[config.mk]
export PLATFORM = sky130hd
export DESIGN_NAME = dmem_ctrl
export DESIGN_NICKNAME = d
export VERILOG_FILES = /design/src/rtl/dmem_ctrl_pkg.sv /design/src/rtl/dmem_ctrl_be_merge.sv /design/src/rtl/dmem_ctrl.sv
export SDC_FILE = /design/constraint.sdc
export NUM_CORES = 1
export LEC_CHECK = 0
export ABC_AREA = 1
export BUFFER_PORTS_ARGS = -buffer_cell sky130_fd_sc_hd__buf_2
export CORE_MARGIN = 2
export CORE_UTILIZATION = 52
export CTS_CLUSTER_SIZE = 16
export DETAILED_ROUTE_END_ITERATION = 12
export PLACE_DENSITY = 0.91
export SYNTH_ARGS = -nofsm -noshare
export SYNTH_HDL_FRONTEND = slang
export SYNTH_SLANG_ARGS = --single-unit
[constraint.sdc]
create_clock -name clk -period 2.4 [get_ports clk]
set_clock_uncertainty 0.2 [all_clocks]
set_input_delay 0.24 -clock clk [delete_from_list [all_inputs] [get_ports clk]]
set_output_delay 0.24 -clock clk [all_outputs]
set_load 0.1 [all_outputs]
[src/rtl/dmem_ctrl_pkg.sv]
// Shared types and constants for the data-memory controller.
package dmem_ctrl_pkg;

    typedef enum logic [1:0] {
        StIdle,
        StRead,
        StWrite,
        StResp
    } state_e;

    localparam int unsigned DefaultDataWidth = 32;
    localparam int unsigned NumLanes         = DefaultDataWidth / 8;
    localparam logic [NumLanes-1:0] FullBe   = '1;

endpackage

[src/rtl/dmem_ctrl_be_merge.sv]
// Byte-lane merge: lanes with be set take the new word, others keep the old word.
module be_merge #(
    parameter int unsigned DATA_WIDTH = 32
) (
    input  logic [DATA_WIDTH-1:0]   old_word,
    input  logic [DATA_WIDTH-1:0]   new_word,
    input  logic [DATA_WIDTH/8-1:0] be,
    output logic [DATA_WIDTH-1:0]   merged
);

    always_comb begin
        merged = old_word;
        for (int unsigned i = 0; i < DATA_WIDTH / 8; i++) begin
            if (be[i]) begin
                merged[i*8 +: 8] = new_word[i*8 +: 8];
            end
        end
    end

endmodule

[src/rtl/dmem_ctrl.sv]
// Single-outstanding data-memory controller in front of a combinational-read SRAM.
// Partial stores are done as read-modify-write; all outputs are registered.
module dmem_ctrl
    import dmem_ctrl_pkg::*;
#(
    parameter int unsigned ADDR_WIDTH = 11,
    parameter int unsigned DATA_WIDTH = DefaultDataWidth
) (
    input  logic                    clk,
    input  logic                    rst_n,

    input  logic                    req_valid,
    output logic                    req_ready,
    input  logic                    req_we,
    input  logic [ADDR_WIDTH+1:0]   req_addr,
    input  logic [DATA_WIDTH/8-1:0] req_be,
    input  logic [DATA_WIDTH-1:0]   req_wdata,

    output logic                    rsp_valid,
    input  logic                    rsp_ready,
    output logic [DATA_WIDTH-1:0]   rsp_rdata,
    output logic                    rsp_err,

    output logic                    mem_rd_en,
    output logic [ADDR_WIDTH-1:0]   mem_rd_addr,
    input  logic [DATA_WIDTH-1:0]   mem_rd_data,
    output logic                    mem_wr_en,
    output logic [ADDR_WIDTH-1:0]   mem_wr_addr,
    output logic [DATA_WIDTH-1:0]   mem_wr_data
);

    localparam int unsigned Lanes = DATA_WIDTH / 8;

    state_e                  state_q;
    logic [ADDR_WIDTH-1:0]   word_addr_q;
    logic                    we_q;
    logic [Lanes-1:0]        be_q;
    logic [DATA_WIDTH-1:0]   wdata_q;
    logic [DATA_WIDTH-1:0]   merged_word;

    logic req_fire;
    logic req_bad;
    logic req_full;

    assign req_fire = req_valid && req_ready;
    assign req_bad  = (req_addr[1:0] != 2'b00) || (req_we && (req_be == '0));
    assign req_full = &req_be;

    // Old word comes straight from the SRAM during READ; registered into mem_wr_data.
    be_merge #(
        .DATA_WIDTH (DATA_WIDTH)
    ) u_be_merge (
        .old_word (mem_rd_data),
        .new_word (wdata_q),
        .be       (be_q),
        .merged   (merged_word)
    );

    always_ff @(posedge clk or negedge rst_n) begin
        if (!rst_n) begin
            state_q     <= StIdle;
            word_addr_q <= '0;
            we_q        <= 1'b0;
            be_q        <= '0;
            wdata_q     <= '0;
            req_ready   <= 1'b0;
            rsp_valid   <= 1'b0;
            rsp_rdata   <= '0;
            rsp_err     <= 1'b0;
            mem_rd_en   <= 1'b0;
            mem_rd_addr <= '0;
            mem_wr_en   <= 1'b0;
            mem_wr_addr <= '0;
            mem_wr_data <= '0;
        end else begin
            // SRAM strobes last one cycle and their address/data return to zero.
            mem_rd_en   <= 1'b0;
            mem_rd_addr <= '0;
            mem_wr_en   <= 1'b0;
            mem_wr_addr <= '0;
            mem_wr_data <= '0;

            unique case (state_q)
                StIdle: begin
                    if (req_fire) begin
                        word_addr_q <= req_addr[ADDR_WIDTH+1:2];
                        we_q        <= req_we;
                        be_q        <= req_be;
                        wdata_q     <= req_wdata;
                        req_ready   <= 1'b0;
                        rsp_rdata   <= '0;
                        rsp_err     <= 1'b0;
                        if (req_bad) begin
                            state_q   <= StResp;
                            rsp_valid <= 1'b1;
                            rsp_err   <= 1'b1;
                        end else if (req_we && req_full) begin
                            state_q     <= StWrite;
                            mem_wr_en   <= 1'b1;
                            mem_wr_addr <= req_addr[ADDR_WIDTH+1:2];
                            mem_wr_data <= req_wdata;
                        end else begin
                            state_q     <= StRead;
                            mem_rd_en   <= 1'b1;
                            mem_rd_addr <= req_addr[ADDR_WIDTH+1:2];
                        end
                    end else begin
                        req_ready <= 1'b1;
                    end
                end

                StRead: begin
                    if (we_q) begin
                        state_q     <= StWrite;
                        mem_wr_en   <= 1'b1;
                        mem_wr_addr <= word_addr_q;
                        mem_wr_data <= merged_word;
                    end else begin
                        state_q   <= StResp;
                        rsp_valid <= 1'b1;
                        rsp_rdata <= mem_rd_data;
                    end
                end

                StWrite: begin
                    state_q   <= StResp;
                    rsp_valid <= 1'b1;
                end

                StResp: begin
                    if (rsp_ready) begin
                        state_q   <= StIdle;
                        rsp_valid <= 1'b0;
                        req_ready <= 1'b1;
                    end
                end

                default: begin
                    state_q <= StIdle;
                end
            endcase
        end
    end

endmodule

==> results.md, run 1 <==
* Cell Area, Placed at 7040 um2
* Clock-pin slew of the registers on the worst-case setup and hold paths at 60 ps
* Total net switching power at 4.93 mW
* Synthesized net count at 773
* CP Class: register to register
* Normalized max-slew margin at 0.604
* Largest net degree at the start of global routing at 65
* Worst Setup Start Kind: register
* CP Max Fanout at 20
* Leakage power at 4.74 nW
* Area leader, netlist: dfrtp_1
* Initial Util at 0.532
* Slowest stage delay, CP at 410 ps
* Antenna Nets Post-Route at 0
* Crit end category: register
* Average routed wire per standard cell at 15.7 um
* H-Tree Depth at 4
* Worst-Margin Slew at 594 ps
* GPL Wtd Cong at 0.769
* Logic gate share of total power at 0.425
* Clock Power Share at 0.252
* CTS Buffer Depth at 2
* Clk sinks at 141
* Crit path DAT at 2270 ps
* Setup TNS at 0 ps
* Area grow syn2layout at 39.4%
* Clock buffer count from CTS at 17
* Final nets at 1022
* Vias/cell at 5.18
* N_diodes at 0
* RSZ-0062 raised after global routing: no
* Postcts setup bufs at 0
* Top-area cell type share of the netlist area at 0.581
* Clock Root Buffer: clkbuf_16
* Die Width at 112 um
* Hold slack at 32.2 ps
* Core area at 11400 um2
* TritonRoute pass-1 iters at 5
* Reg2reg path depth at 6
* Seq cells post-synth at 141
* Worst Hold Class: input port to register
* Int Pwr at 5.72 mW
* Share of cells above drive strength 1 at 0.247
* DRC at 0
* R2r endpoint: mem_rd_addr[5]
* Row cnt at 39
* # setup viols final at 0
* Critical path, cell by cell: inv_1 -> ha_1 -> nand2_2 -> inv_2 -> nand3_2 -> nor2_1
* WHS Path Cells at 5
* Post-Syn Instances at 683
* Largest cells by area after synthesis: dfrtp_1 (58%), nand2_1 (11%), inv_1 (5.8%)
* Top FF cell, synth: dfrtp_1
* P per Cell Area at 1260 nW/um2
* Final Power at 10.6 mW
* F_max at 468 MHz
* Hold EP: state_q[0]
* Reg power frac at 0.322
* Final worst-path cycle share at 0.890
* Ys Warns at 0
* Syn avg cell area at 8.90 um2
* Crit-path slowest cell: dfrtp_1
* Placed cells at 974
* Netlist cell types at 27
* DP HPWL at 9930 um
* Buf/Inv on CP at 2
* IO Port Bufs at 176
* Hold buffers post-CTS at 82
* I/O pins at 177
* Vias at 5640
* CP Data Required Time at 2540 ps
* First-pass GRT wire length at 28000 um
* MaxCap Viol Count at 0
* GR Overflow Total at 0
* R2R Path Start: state_q[0]
* GRT Overall Usage at 0.285
* Die Y at 112 um
* Fin. Hold Viols at 0
* Total wire length at 17100 um
* Antenna violations before repair at 0
* Vias in the first global route at 5887
* Async set-reset flop share out of synthesis at 1.00
* Synth top cells by count: nand2_1 (172), dfrtp_1 (141), inv_1 (94), o21ai_0 (68), nor2_1 (62)
* Minimum setup slack among reg-to-reg paths at 260 ps
* Register area share after synthesis at 0.581
* Final std cells w/o fill at 1088
* Clk_lat worst skew at 420 ps
* Cts repair resizes at 0
* Initial DRC count at 417
* CTS tree: yes
* Switch share at 0.463
* Peak VDD IR at 0.000979 V
* Crit-path leading delay family: simple AND/OR/NAND/NOR gates
* Post-route cell area at 8470 um2
* Cell Area, Synth at 6080 um2
* Hold path startpoint: req_addr[0]
* Die area at 12600 um2
* Minimum clock period at 2140 ps
* Final Max Slew Viols at 0
* Post-synth EDFFs at 0
* Outcome: completed
* Count leader, synth: nand2_1
-- sequential cells by signal, indices dropped and copies added (netlist names) --
name         cells
rsp_valid        1
mem_rd_addr     11
state_q          2
be_q             4
wdata_q         32
mem_rd_en        1
word_addr_q     11
mem_wr_addr     11
rsp_err          1
mem_wr_en        1
req_ready        1
rsp_rdata       32
mem_wr_data     32
we_q             1
-- kinds of logic after synthesis --
group	synth area share
AOI/OAI and AO/OA	0.149
adders and majority gates	0.00824
buffers and inverters	0.0990
DFF	0.581
and+or+nand+nor	0.163
-- power by group through the flow --
stage          combinational (mW)  clock, mW  sequential [mW]
2_1_floorplan                1.73          0             5.24
3_3_place_gp                 4.28          0             3.42
3_5_place_dp                 4.38          0             3.46
4_1_cts                      4.51       2.71             3.43
5_1_grt                      4.85       2.83             3.51
6_report                     4.53       2.69             3.43
-- worst min-delay path: stages --
cell and delay [ps]:
buf_2 80, nor2_1 80, nand4_1 100, nand2_1 50
nand2_1 60
-- layout make-up --
cell class | count | area [um2]
clock buffer | 19 | 443
fill | 757 | 2950
timing repair buffer | 268 | 1850
multi-input combinational | 407 | 1950
clock inverter | 13 | 164
sequential | 141 | 3530
inverter | 97 | 364
tap | 143 | 179
-- layer usage --
layer,share of wire,vias up,global-route usage
li1,-,2621,-
met2,0.50,298,0.495
met4,0.039,0,0.142
met3,0.072,71,0.0675
met5,0,-,0
met1,0.39,2650,0.331
-- through the flow --
step	util	worst slack [ps]
after floorplan	-	369
after global placement	0.617	358
after detailed placement	0.617	299
after CTS	0.742	295
after global routing	0.742	84.3
final	0.742	264
-- how the worst max path moves through the flow --
stage	startpoint	endpoint	slack (ps)	cells after the start
6_report	state_q[0]	mem_rd_addr[5]	260	6
5_1_grt	state_q[1]	mem_rd_addr[5]	80	6
4_1_cts	state_q[0]	wdata_q[16]	290	6
3_5_place_dp	state_q[0]	wdata_q[16]	300	6
3_3_place_gp	state_q[0]	wdata_q[16]	360	6
2_1_floorplan	req_ready	rsp_rdata[0]	370	6
-- cell usage in the layout (no fill, tap or decap) --
| cell type | synthesis | layout |
|---|---|---|
| a21oi_1 | 33 | 33 |
| a22o_1 | 1 | 1 |
| buf_12 | 0 | 5 |
| buf_2 | 13 | 175 |
| buf_4 | 7 | 5 |
| buf_6 | 5 | 1 |
| bufinv_16 | 0 | 3 |
| clkbuf_1 | 9 | 1 |
| clkbuf_16 | 0 | 17 |
| clkbuf_8 | 0 | 1 |
| clkinv_2 | 0 | 2 |
| clkinvlp_4 | 0 | 5 |
| dfrtp_1 | 141 | 141 |
| dlygate4sd3_1 | 0 | 82 |
| ha_1 | 4 | 3 |
| ha_2 | 0 | 1 |
| inv_1 | 94 | 93 |
| inv_2 | 3 | 4 |
| inv_6 | 0 | 3 |
| nand2_1 | 172 | 172 |
| nand2_2 | 3 | 3 |
| nand2_4 | 1 | 1 |
| nand3_1 | 3 | 3 |
| nand3_2 | 2 | 2 |
| nand4_1 | 2 | 2 |
| nor2_1 | 62 | 62 |
| nor2_2 | 1 | 1 |
| nor2_8 | 1 | 1 |
| o211ai_4 | 1 | 1 |
| o21ai_0 | 68 | 68 |
| o21ai_1 | 8 | 8 |
| o21ai_2 | 1 | 1 |
| o21bai_1 | 43 | 43 |
| or2_2 | 1 | 1 |
(Power assumes the default switching activity.)
==> run 2: changes to the inputs <==
Settings changed: CORE_UTILIZATION 52 to 47, PLACE_DENSITY 0.91 to 0.87.
Clock period 2.4 ns to 1.8 ns, I/O delays scaled along.
==> results.md, run 2 (same netlist as run 1, synthesis figures left out) <==
* Core area at 12600 um2 (+11%)
* Worst-Margin Slew at 515 ps (-79.0 ps)
* Clock Root Buffer: clkbuf_16
* Total net switching power at 6.92 mW (+40%)
* Die area at 13900 um2 (+10%)
* Metal1 wirelength at 7160 um (+8.3%)
* Highest metal used: met4
* Reg2reg path depth at 8 (+2)
* Crit end category: register
* Die Width at 118 um (+5.0%)
* Placed cells at 1009 (+3.6%)
* Outcome: completed
* Clock-pin slew of the registers on the worst-case setup and hold paths at 60 ps (about the same)
* CP Max Fanout at 16 (-20%)
* Crit-path slowest cell: dfrtp_2
* RSZ-0062 raised after global routing: no
* GR Overflow Total at 0 (unchanged)
* Vias at 5656 (+0.28%)
* Antenna violations before repair at 0 (unchanged)
* # setup viols final at 0 (unchanged)
* R2r endpoint: rsp_rdata[6]
* Area grow syn2layout at 43.7%
* N_diodes at 0 (unchanged)
* Initial DRC count at 498 (+19%)
* Wire length on met3 at 986 um (-19%)
* I/O pins at 177 (unchanged)
* F_max at 582 MHz (+24%)
* Minimum setup slack among reg-to-reg paths at 80 ps (-180 ps)
* Row cnt at 41 (+5.1%)
* Logic gate share of total power at 0.449 (+0.024)
* Vias in the first global route at 5965 (+1.3%)
* GPL Wtd Cong at 0.836 (+8.8%)
* Most common cell after layout, fill and taps aside: buf_2
* Normalized max-slew margin at 0.659 (+0.0550)
* Reg power frac at 0.305 (-0.017)
* CP Data Required Time at 1920 ps (-620 ps)
* DRC at 0 (unchanged)
* CP Class: register to register
* GRT Overall Usage at 0.261 (-0.0242)
* Vias/cell at 5.01 (-3.4%)
* Total wire length at 18100 um (+6.3%)
* Worst Hold Class: input port to async pin
* R2R Path Start: state_q[0]
* Average routed wire per standard cell at 16.0 um (+2.3%)
* Clk_lat worst skew at 420 ps (about the same)
* MaxCap Viol Count at 0 (unchanged)
* Largest net degree at the start of global routing at 42 (-35%)
* Antenna Nets Post-Route at 0 (unchanged)
* First-pass GRT wire length at 28400 um (+1.4%)
* Leakage power at 4.85 nW (+2.4%)
* IO Port Bufs at 176 (unchanged)
* Switch share at 0.459 (-0.00361)
* Largest regs: mem_wr_data: 32 flops, rsp_rdata: 32 flops, wdata_q: 32 flops
* H-Tree Depth at 4 (unchanged)
* CTS tree: yes
* Minimum clock period at 1720 ps (-419 ps)
* Clock Power Share at 0.246 (-0.006)
* Most used cell, CP: buf_12
* Worst Setup Start Kind: register
* Clock buffer count from CTS at 17 (unchanged)
* Initial Util at 0.481 (-0.0506)
* Final nets at 1035 (+1.3%)
* Clk sinks at 141 (unchanged)
* TritonRoute pass-1 iters at 5 (unchanged)
* Final Power at 15.1 mW (+41%)
* P per Cell Area at 1730 nW/um2 (+37%)
* Int Pwr at 8.14 mW (+42%)
* Most frequent cells in the layout: buf_2 (175), nand2_1 (171), dfrtp_1 (139), inv_1 (91), dlygate4sd3_1 (83)
* DP HPWL at 9800 um (-1.3%)
* Crit path DAT at 1830 ps (-440 ps)
* Slowest stage delay, CP at 450 ps (+40 ps)
* Share of cells above drive strength 1 at 0.261 (+0.0144)
* Critical path, cell by cell: inv_2 -> ha_4 -> nand2_2 -> o211ai_4 -> buf_12 -> buf_12 -> nand2_1 -> o21ai_0
* Peak VDD IR at 0.00111 V (+14%)
* Final Max Slew Viols at 0 (unchanged)
* Die Y at 118 um (+5.0%)
* Final worst-path cycle share at 0.954 (+0.0641)
* Met2 WL at 9180 um (+7.4%)
* Fin. Hold Viols at 0 (unchanged)
* CTS Buffer Depth at 2 (unchanged)
* Final std cells w/o fill at 1130 (+3.9%)
-- run 2: worst max path at each step --
stage	depth (start not counted)	end	start
global route	8	rsp_valid	state_q[0]
finish	8	rsp_rdata[6]	state_q[0]
CTS	7	rsp_rdata[28]	state_q[0]
floorplan	7	word_addr_q[0]	req_ready
global placement	6	rsp_rdata[10]	state_q[0]
detailed placement	7	rsp_rdata[28]	state_q[0]
-- run 2: power by group through the flow --
stage / logic [mW] / registers, mW / clock network, mW
finish: 6.76 / 4.60 / 3.70
global route: 7.19 / 4.70 / 3.88
CTS: 6.26 / 4.56 / 3.72
detailed placement: 5.88 / 4.61 / 0
global placement: 5.75 / 4.57 / 0
floorplan: 2.31 / 6.98 / 0
-- run 2: critical path: cells and delay by family (launching register included) --
kind,cells,cell delay (ps)
adder cells (fa/ha/maj),1,170
AO/OA/AOI/OAI,2,210
AND/OR/NAND/NOR,2,160
flip-flops,1,450
buffers and inverters,3,420
-- run 2: layer usage --
metal | global-route usage | vias to the layer above
met3 | 0.0514 | 70
li1 | - | 2641
met5 | 0 | -
met2 | 0.447 | 263
met1 | 0.298 | 2682
met4 | 0.167 | 0
-- run 2: cell type report --
class | instances | area, um2
inverters | 97 | 364
multi-input cells | 407 | 1970
flip-flops and latches | 141 | 3530
clock buffers | 18 | 429
repair buffers | 281 | 2020
well taps | 172 | 215
clock inverters | 14 | 195
fillers | 943 | 3890
-- run 2: stage by stage --
step / area, um2 / hold slack [ps] / util / setup TNS (ps) / worst slack (ps)
floorplan: 6080 / -316 / - / 0 / 69.5
global placement: 7140 / -106 / 0.566 / 0 / 106
detailed placement: 7140 / -106 / 0.566 / -58.8 / -30.2
CTS: 8630 / 22.9 / 0.684 / 0 / 9.94
global route: 8730 / 40.8 / 0.692 / 0 / 5.02
finish: 8730 / 18.5 / 0.692 / 0 / 82.8
-- run 2: what timing repair did --
action / CTS / global route
gates cloned: 1 / 3
endpoints found under the hold margin: 277 / 0
hold buffers: 84 / 0
pin swaps: 0 / 1
setup endpoints to repair: 15 / 69
resized for setup: 2 / 11
setup buffers: 0 / 1
==> run 3: changes to the inputs <==
Settings changed: ABC_AREA 1 to unset, CORE_MARGIN 2 to 1.5, CORE_UTILIZATION 47 to 46.
==> results.md, run 3 <==
* Outcome: complete, but fails checks
* Failing checks: setup timing
* Minimum clock period at 1910 ps (+189 ps)
* Largest regs: mem_wr_data: 32 flops, rsp_rdata: 32 flops, wdata_q: 32 flops
* Count leader, synth: dfrtp_1
* Worst Setup Start Kind: register
* Crit-path slowest cell: dfrtp_1
* Post-Syn Instances at 444 (-35%)
* Share of cells above drive strength 1 at 0.436 (+0.175)
* Worst Hold Class: input port to register
* N_diodes at 0 (unchanged)
* Clock buffer count from CTS at 17 (unchanged)
* Clock Root Buffer: clkbuf_16
* Synthesized net count at 534 (-31%)
* Post-synth EDFFs at 0 (unchanged)
* Row cnt at 40 (-2.4%)
* Slowest stage delay, CP at 390 ps (-60 ps)
* Top FF cell, synth: dfrtp_1
* Final std cells w/o fill at 907 (-20%)
* Top-area cell type share of the netlist area at 0.613 (+0.0325)
* Largest cells by area after synthesis: dfrtp_1 (61%), mux2_2 (9.4%), mux2i_1 (5.6%)
* # setup viols final at 75 (+75)
* CP Max Fanout at 17 (+1)
* RSZ-0062 raised after global routing: yes
* Final nets at 818 (-21%)
* Final Max Slew Viols at 0 (unchanged)
* CP Class: register to register
* I/O pins at 177 (unchanged)
* Post-route cell area at 8710 um2 (-0.22%)
* Vias/cell at 5.40 (+8.0%)
* Buf/Inv on CP at 2 (-1)
* Final core utilization at 0.719 (+0.0275)
* Most frequent cells in the layout: buf_2 (175), dfrtp_1 (140), dlygate4sd3_1 (83), nand2_1 (67), mux2_2 (48)
* Die Y at 115 um (-2.4%)
* Ys Warns at 0 (unchanged)
* Layout fillers at 777 (-18%)
* Leakage power at 4.45 nW (-8.3%)
* Worst-Margin Slew at 625 ps (+110 ps)
* Die Width at 115 um (-2.4%)
* Met2 WL at 9400 um (+2.3%)
* Antenna violations before repair at 0 (unchanged)
* Peak VDD IR at 0.00121 V (+8.3%)
* Wire length on met3 at 984 um (-0.20%)
* CP Data Required Time at 1930 ps (about the same)
* Cell Area, Placed at 6920 um2 (-3.1%)
* GR Overflow Total at 0 (unchanged)
* DRC at 0 (unchanged)
* Placed cells at 783 (-22%)
* Fin. Hold Viols at 0 (unchanged)
* Crit end category: register
* Setup TNS at -2410 ps (-2410 ps)
* Vias in the first global route at 5164 (-13%)
* Clk sinks at 141 (unchanged)
* Highest metal used: met4
* CTS tree: yes
* Cell Area, Synth at 5750 um2 (-5.3%)
* Core area at 12100 um2 (-4.0%)
* Initial Util at 0.475 (-0.00636)
* Post-route setup slack at -106 ps (-189 ps)
* Die area at 13200 um2 (-4.8%)
* First-pass GRT wire length at 27000 um (-5.1%)
* Vias at 4901 (-13%)
* Register area share after synthesis at 0.613 (+0.0325)
* F_max at 525 MHz (-9.9%)
* Netlist cell types at 35 (+30%)
* IO Port Bufs at 176 (unchanged)
* Hold slack at 34.1 ps (+15.7 ps)
* MaxCap Viol Count at 0 (unchanged)
* Area leader, netlist: dfrtp_1
* Largest net degree at the start of global routing at 45 (+7.1%)
* Clk_lat worst skew at 420 ps (about the same)
* Syn avg cell area at 13.0 um2 (+46%)
* Clock-pin slew of the registers on the worst-case setup and hold paths at 60 ps (about the same)
* TritonRoute pass-1 iters at 4 (-1)
* Synth top cells by count: dfrtp_1 (141), nand2_1 (68), mux2_2 (48), nand3_1 (33)
* Antenna Nets Post-Route at 0 (unchanged)
* Normalized max-slew margin at 0.583 (-0.0757)
* CTS Buffer Depth at 2 (unchanged)
* Metal1 wirelength at 7350 um (+2.7%)
* Crit path DAT at 2040 ps (+210 ps)
* GRT Overall Usage at 0.275 (+0.0144)
* Seq cells post-synth at 141 (unchanged)
* Crit-path leading delay family: simple AND/OR/NAND/NOR gates
* Most common cell after layout, fill and taps aside: buf_2
* Final worst-path cycle share at 1.06 (+0.105)
* Async set-reset flop share out of synthesis at 1.00 (unchanged)
* P per Cell Area at 1850 nW/um2 (+7.3%)
* GPL Wtd Cong at 0.828 (-0.99%)
* Critical path, cell by cell: inv_2 -> ha_4 -> nand3_4 -> nor3_4 -> and3_4 -> clkbuf_16 -> o2bb2ai_1
* H-Tree Depth at 4 (unchanged)
* Average routed wire per standard cell at 20.6 um (+28%)
* Area grow syn2layout at 51.4%
* DP HPWL at 10000 um (+2.3%)
* Total wire length at 18700 um (+3.1%)
* Initial DRC count at 320 (-36%)
## run 3: cell count changes in the layout (fill, tap and decap cells not counted), moves of 11 or more
cell	before	now
mux2_2	0	48
nand3_1	3	32
inv_1	91	1
nand2_1	171	67
o21ai_0	66	2
a22o_1	1	12
a21oi_1	33	1
and2_1	0	11
o2bb2ai_1	0	22
o21bai_1	43	0
mux2i_1	0	32
nor2_1	62	3
## run 3: stage by stage
| stage | total power, mW | worst slack (ps) |
|---|---|---|
| 2_1_floorplan | 10.2 | -1.66 |
| 3_3_place_gp | 11.3 | -50.9 |
| 4_1_cts | 15.8 | -9.58 |
| 6_report | 16.1 | -106 |
| 3_5_place_dp | 11.5 | -133 |
| 5_1_grt | 16.7 | -174 |
## run 3: layout make-up
cell class / count / area [um2] / share of cell area
Multi-Input combinational cell: 272 / 2210 / 0.253
Timing Repair Buffer: 293 / 2130 / 0.245
Clock inverter: 11 / 168 / 0.0192
Tap cell: 168 / 210 / 0.0241
Inverter: 3 / 11.3 / 0.00129
Sequential cell: 141 / 3530 / 0.405
Clock buffer: 19 / 453 / 0.0520
## run 3: layer usage
metal  track usage  vias to the layer above
met3        0.0627                       79
met5             0                        -
met1         0.326                     2441
li1              -                     2150
met2         0.450                      231
met4         0.184                        0
## run 3: worst reg2reg max path, stage by stage, from the launching register on
cell and delay [ps]:
dfrtp_1 390, inv_2 100, ha_4 200, nand3_4 110, nor3_4 150, and3_4 290
clkbuf_16 230, o2bb2ai_1 150
## run 3: cell families (layout without fill, tap and decap cells)
group	after synthesis	count (layout)	share of synthesized area
AO/OA/AOI/OAI	59	62	0.0865
adder cells (fa/ha/maj)	4	4	0.00870
multiplexers	80	80	0.150
buffers and inverters	34	326	0.0409
flip-flops	141	141	0.613
AND/OR/NAND/NOR	126	126	0.101
## run 3: worst paths after layout
check                                    from               to  cells after the start  slack, ps
worst max-delay path               state_q[1]  mem_wr_data[14]                      7       -110
worst max register to register     state_q[1]  mem_wr_data[14]                      7       -110
worst min-delay path                req_be[0]          rsp_err                      4         30
min in group asynchronous               rst_n   mem_rd_addr[3]                      2         60
max in group asynchronous               rst_n     rsp_rdata[9]                      3        770
worst min register to register  rsp_rdata[17]    rsp_rdata[17]                      2        270
## run 3: timing repair
| action | 4_1_cts | 5_1_grt |
|---|---|---|
| setup endpoints to repair | 91 | 108 |
| hold buffers | 80 | 3 |
| gates cloned | 3 | 4 |
| pin swaps | 17 | 7 |
| resized for setup | 18 | 22 |
| setup buffers | 2 | 2 |
| hold endpoints to repair | 278 | 4 |
## run 3: where the power goes
part / switching (mW) / total [mW] / internal, mW / leakage (nW)
logic: 5.34 / 7.58 / 2.25 / 2.32
registers: 0.699 / 4.86 / 4.16 / 1.83
clock network: 1.31 / 3.68 / 2.37 / 0.301
total: 7.35 / 16.1 / 8.78 / 4.45
